**src/rtl/prog_loader.sv**
```systemverilog
// prog_loader: framed byte-stream loader writing a program image into instruction memory
module prog_loader #(
    parameter int         ADDR_WIDTH = 8,
    parameter logic [7:0] SYNC       = 8'hA5,
    parameter int         TIMEOUT    = 1023
) (
    input  logic                  clk,
    input  logic                  rst,
    input  logic [7:0]            in_data,
    input  logic                  in_valid,
    output logic                  in_ready,
    output logic                  mem_we,
    output logic [ADDR_WIDTH-1:0] mem_addr,
    output logic [7:0]            mem_wdata,
    output logic                  cpu_rst,
    output logic                  done,
    output logic                  err
);
    localparam int TW = $clog2(TIMEOUT + 1);

    typedef enum logic [1:0] {IDLE, LEN, DATA, SUM} state_t;

    state_t              state;
    logic [ADDR_WIDTH:0] len;
    logic [ADDR_WIDTH:0] idx;
    logic [7:0]          sum;
    logic [TW-1:0]       tmo;
    logic                acc;

    assign acc = in_valid && in_ready;

    // frame parser: sync/length/data/checksum sequencing with inter-byte timeout
    always_ff @(posedge clk or posedge rst) begin
        if (rst) begin
            state     <= IDLE;
            len       <= '0;
            idx       <= '0;
            sum       <= '0;
            tmo       <= '0;
            in_ready  <= 1'b0;
            mem_we    <= 1'b0;
            mem_addr  <= '0;
            mem_wdata <= '0;
            cpu_rst   <= 1'b1;
            done      <= 1'b0;
            err       <= 1'b0;
        end else begin
            in_ready <= 1'b1;
            mem_we   <= 1'b0;
            done     <= 1'b0;
            if (state != IDLE)
                tmo <= acc ? '0 : tmo + 1'b1;
            case (state)
                IDLE: if (acc && in_data == SYNC) begin
                    state   <= LEN;
                    err     <= 1'b0;
                    cpu_rst <= 1'b1;
                    tmo     <= '0;
                end
                LEN: if (acc) begin
                    len   <= (in_data == 8'd0) ? {1'b1, {ADDR_WIDTH{1'b0}}} : (ADDR_WIDTH+1)'(in_data);
                    idx   <= '0;
                    sum   <= '0;
                    state <= DATA;
                end
                DATA: if (acc) begin
                    mem_we    <= 1'b1;
                    mem_addr  <= idx[ADDR_WIDTH-1:0];
                    mem_wdata <= in_data;
                    idx       <= idx + 1'b1;
                    sum       <= sum + in_data;
                    if (idx + 1'b1 == len)
                        state <= SUM;
                end
                SUM: if (acc) begin
                    if (in_data == sum) begin
                        done    <= 1'b1;
                        cpu_rst <= 1'b0;
                    end else begin
                        err <= 1'b1;
                    end
                    state <= IDLE;
                end
                default: state <= IDLE;
            endcase
            if (state != IDLE && !acc && tmo == TW'(TIMEOUT - 1)) begin
                err     <= 1'b1;
                cpu_rst <= 1'b1;
                state   <= IDLE;
            end
        end
    end
endmodule
```
**config.mk**
```make
export PLATFORM = sky130hd
export DESIGN_NAME = prog_loader
export DESIGN_NICKNAME = d
export VERILOG_FILES = /design/src/rtl/prog_loader.sv
export SDC_FILE = /design/constraint.sdc
export NUM_CORES = 1
export LEC_CHECK = 0
export BUFFER_PORTS_ARGS = -buffer_cell sky130_fd_sc_hd__buf_2
export CORE_ASPECT_RATIO = 1.75
export CORE_UTILIZATION = 30
export CTS_CLUSTER_DIAMETER = 80
export DETAILED_ROUTE_END_ITERATION = 7
export GPL_TIMING_DRIVEN = 1
export SLEW_MARGIN = 25
export SYNTH_ARGS = -nofsm -noshare
export SYNTH_HDL_FRONTEND = slang
export SYNTH_SLANG_ARGS = --single-unit
```
**constraint.sdc**
```tcl
create_clock -name clk -period 2.9 [get_ports clk]
set_input_delay 0.145 -clock clk [delete_from_list [all_inputs] [get_ports clk]]
set_output_delay 0.145 -clock clk [all_outputs]
set_load 0.03 [all_outputs]
```
==> flow_summary.json <==
{
  "r2r_slack_ns": 0.38,
  "vias": 2592,
  "crit_chain": "inv_1 -> ha_1 -> nand2b_1 -> or4_1 -> a21oi_2 -> o21ai_2 -> a22o_1",
  "drv_slew": 0,
  "syn2layout_area_growth_pct": 20.8,
  "viasPerCell": 5.18,
  "peakVddDrop_v": 0.000469,
  "finalWirelength_um": 7530,
  "die_area_mm2": 0.0109,
  "grtUsageTotal": 0.151,
  "rsz0062_at_grt": "false",
  "finClkSkew_ns": 0.00608,
  "reg2reg_from": "state[1]",
  "ys_types": 46,
  "tightest_slew_ns": 0.778,
  "numCtsBuffers": 9,
  "power.density_mw_per_mm2": 994,
  "ioPinCount": 32,
  "cts_root_buffer": "clkbuf_16",
  "cpPeakStageDelay_ns": 0.71,
  "syn-mean-instance-area_um2": 9.36,
  "dp_hpwl_um": 5390,
  "clkLatencyLatePin_ns": 0.33,
  "clk_pin_slew_ns": 0.05,
  "grt_pass1_vias": 2511,
  "final_antenna_net_count": 0,
  "ff2ff_path_depth": 7,
  "synth_flop_cell": "dfrtp_1",
  "dr.first_iter.drc_count": 146,
  "synthMuxAreaShare": 0.0251,
  "layout_worst_path_cycle_share": 0.870,
  "finish.net_count": 394,
  "dieHeight_um": 137,
  "p_comb_frac": 0.331,
  "endpoint": "state[1]",
  "yosysMostFrequentCell": "nand2_1",
  "coreArea_mm2": 0.0102,
  "crit_start": "state[1]",
  "wl_per_cell_um": 15.1,
  "outcome": "completed",
  "grt_max_degree": 37,
  "synth_compound_area_frac": 0.169,
  "syn_nets": 362,
  "synth_fa_ha_area_frac": 0.0621,
  "synth_xor_area_frac": 0.0525,
  "seq_area_frac_synth": 0.470,
  "power.switching_uw": 1320,
  "path_max_fanout": 12,
  "crit_family": "simple AND/OR/NAND/NOR gates",
  "cpMaxStageDelayCell": "or4_1",
  "dr.pass1.iters": 6,
  "antenna_found_initial": 0,
  "die_x_um": 79.4,
  "ys_seq_elements": 59,
  "grt_pass1_wl_um": 12300,
  "drive_above_1_share": 0.177,
  "numPortBuffers": 31,
  "worstSetupEndpointType": "flip-flop",
  "p_leak_uw": 0.00183,
  "start_util": 0.307,
  "arrival_ns": 2.74,
  "r2r_end": "state[1]",
  "stdcell_area_mm2": 0.00380,
  "required_ns": 3.12,
  "relSlewSlack": 0.481,
  "critPathLaunchType": "flip-flop",
  "routabilityCongestion": 0.870,
  "critical_path_depth": 7,
  "synthTopCellsByArea": "dfrtp_1 46%, nand2_1 8.7%, o21ai_0 5.7%, ha_1 5.6%, xor2_1 2.8%",
  "cts_tree": "built",
  "htreeDepth": 3,
  "setup_tns_ns": 0,
  "power_frac_seq": 0.330,
  "yosysWarnings": 0,
  "synth_top_area_share": 0.461,
  "async_reset_ff_frac": 1.00,
  "synth.largest_area_cell": "dfrtp_1",
  "overflow": 0,
  "synth_area_mm2": 0.00315,
  "post_dp_cell_area_mm2": 0.00343,
  "netlist_instances": 336,
  "power_frac_clock": 0.339,
  "switching_share": 0.350,
  "p_int_uw": 2460,
  "hold_viol": 0,
  "fin_util": 0.371,
  "max-cap-violations": 0,
  "netlist_top_cells_count": "73 x nand2_1, 58 x dfrtp_1, 36 x o21ai_0",
  "synth_top_family_by_area": "simple AND/OR/NAND/NOR gates",
  "fp-row-count": 49,
  "setup_violations": 0,
  "fmax_mhz": 397,
  "antennaDiodeCount": 0,
  "cts.path.max_buffers": 2,
  "cts_sinks": 59,
  "criticalPathCategory": "reg2reg",
  "synth_edf_count": 0,
  "cp_num_buf_inv": 1,
  "min_path_type": "in2reg",
  "drc": 0,
  "yosys.area_share.simple": 0.191,
  "finalCriticalPeriod_ns": 2.52
}
## flip-flops by register name, indices dropped and copies added (netlist names)
name / cells
err: 1
mem_addr: 8
in_ready: 1
cpu_rst: 1
tmo: 10
done: 1
mem_wdata: 8
idx: 9
sum: 8
state: 2
mem_we: 1
len: 9
## final cells by class
type | instances | area (um2)
clock buffer | 12 | 267
multi-input combinational | 254 | 1580
inverter | 8 | 30.0
sequential | 59 | 1480
clock inverter | 4 | 95.1
fill | 1040 | 6440
tap | 127 | 159
timing repair buffer | 36 | 195
## routing by layer
layer / global-route usage / vias up / wire length (um)
met4: 0.101 / 0 / 241
met3: 0.0391 / 19 / 378
met1: 0.167 / 1250 / 3000
met2: 0.252 / 81 / 3910
met5: 0 / - / 0
li1: - / 1242 / -
## what timing repair did
action | 4_1_cts | 5_1_grt
buffers inserted | 0 | 0
hold buffers | 1 | 0
gates resized for setup | 0 | 0
endpoints found under the hold margin | 33 | 0
## per-stage QoR
stage	total power, uW	hold WS [ns]	std cells	setup slack [ns]
2_1_floorplan	2190	0.250	336	0.808
3_3_place_gp	2470	0.351	483	0.544
3_5_place_dp	2510	0.344	483	0.409
4_1_cts	3810	0.0819	500	0.396
5_1_grt	4040	0.0909	500	0.252
6_report	3780	0.0879	500	0.378
## worst min-delay path by stage
| stage | startpoint | to | slack (ns) | cells past startpoint |
|---|---|---|---|---|
| floorplan | in_data[0] | mem_wdata[0] | 0.25 | 2 |
| global placement | rst | idx[4] | 0.35 | 2 |
| detailed placement | rst | idx[4] | 0.34 | 2 |
| CTS | in_data[4] | mem_wdata[4] | 0.08 | 3 |
| global route | in_data[3] | mem_wdata[3] | 0.09 | 3 |
| finish | in_data[4] | mem_wdata[4] | 0.09 | 3 |
## power groups by stage
stage / combinational, uW / clock (uW) / sequential (uW)
floorplan: 819 / 0 / 1370
global placement: 1220 / 0 / 1250
detailed placement: 1250 / 0 / 1260
CTS: 1260 / 1300 / 1250
global route: 1400 / 1350 / 1290
finish: 1250 / 1280 / 1250
## logic make-up (layout without fill, tap and decap cells)
group	count (synthesis)	after routing
adder cells (fa/ha/maj)	15	15
buffers and inverters	23	60
other	1	1
multiplexers	7	7
flip-flops	59	59
AO/OA/AOI/OAI	83	83
AND/OR/NAND/NOR	130	130
XOR/XNOR	18	18
## layout by cell type (no fill, tap or decap), types with 2 or more instances in the layout
master / netlist / layout
and4_1: 2 / 2
ha_1: 14 / 14
a22o_1: 5 / 5
o41ai_1: 4 / 4
nand2_1: 73 / 73
mux2_2: 7 / 7
xnor2_1: 7 / 7
or4_1: 3 / 3
nand4_1: 4 / 4
a21oi_1: 13 / 13
nand2b_1: 3 / 3
buf_2: 0 / 31
and3_1: 10 / 10
clkbuf_16: 0 / 9
o31ai_1: 5 / 5
nand3_1: 12 / 12
a21o_1: 2 / 2
clkbuf_8: 0 / 3
dfrtp_1: 58 / 58
bufinv_16: 0 / 3
and2_1: 1 / 2
nor2b_1: 2 / 2
nor3_1: 5 / 5
buf_4: 1 / 4
nor2_1: 10 / 10
o21a_1: 3 / 3
o21ai_0: 36 / 36
a31oi_1: 5 / 5
inv_1: 8 / 7
xor2_1: 10 / 10
## worst register-to-register path, stage by stage (launching register included)
cell and delay [ns]:
dfrtp_1 0.40, inv_1 0.09, ha_1 0.28, nand2b_1 0.35, or4_1 0.71, a21oi_2 0.26, o21ai_2 0.09, a22o_1 0.23
No activity file was read; power rests on OpenSTA's default activity.
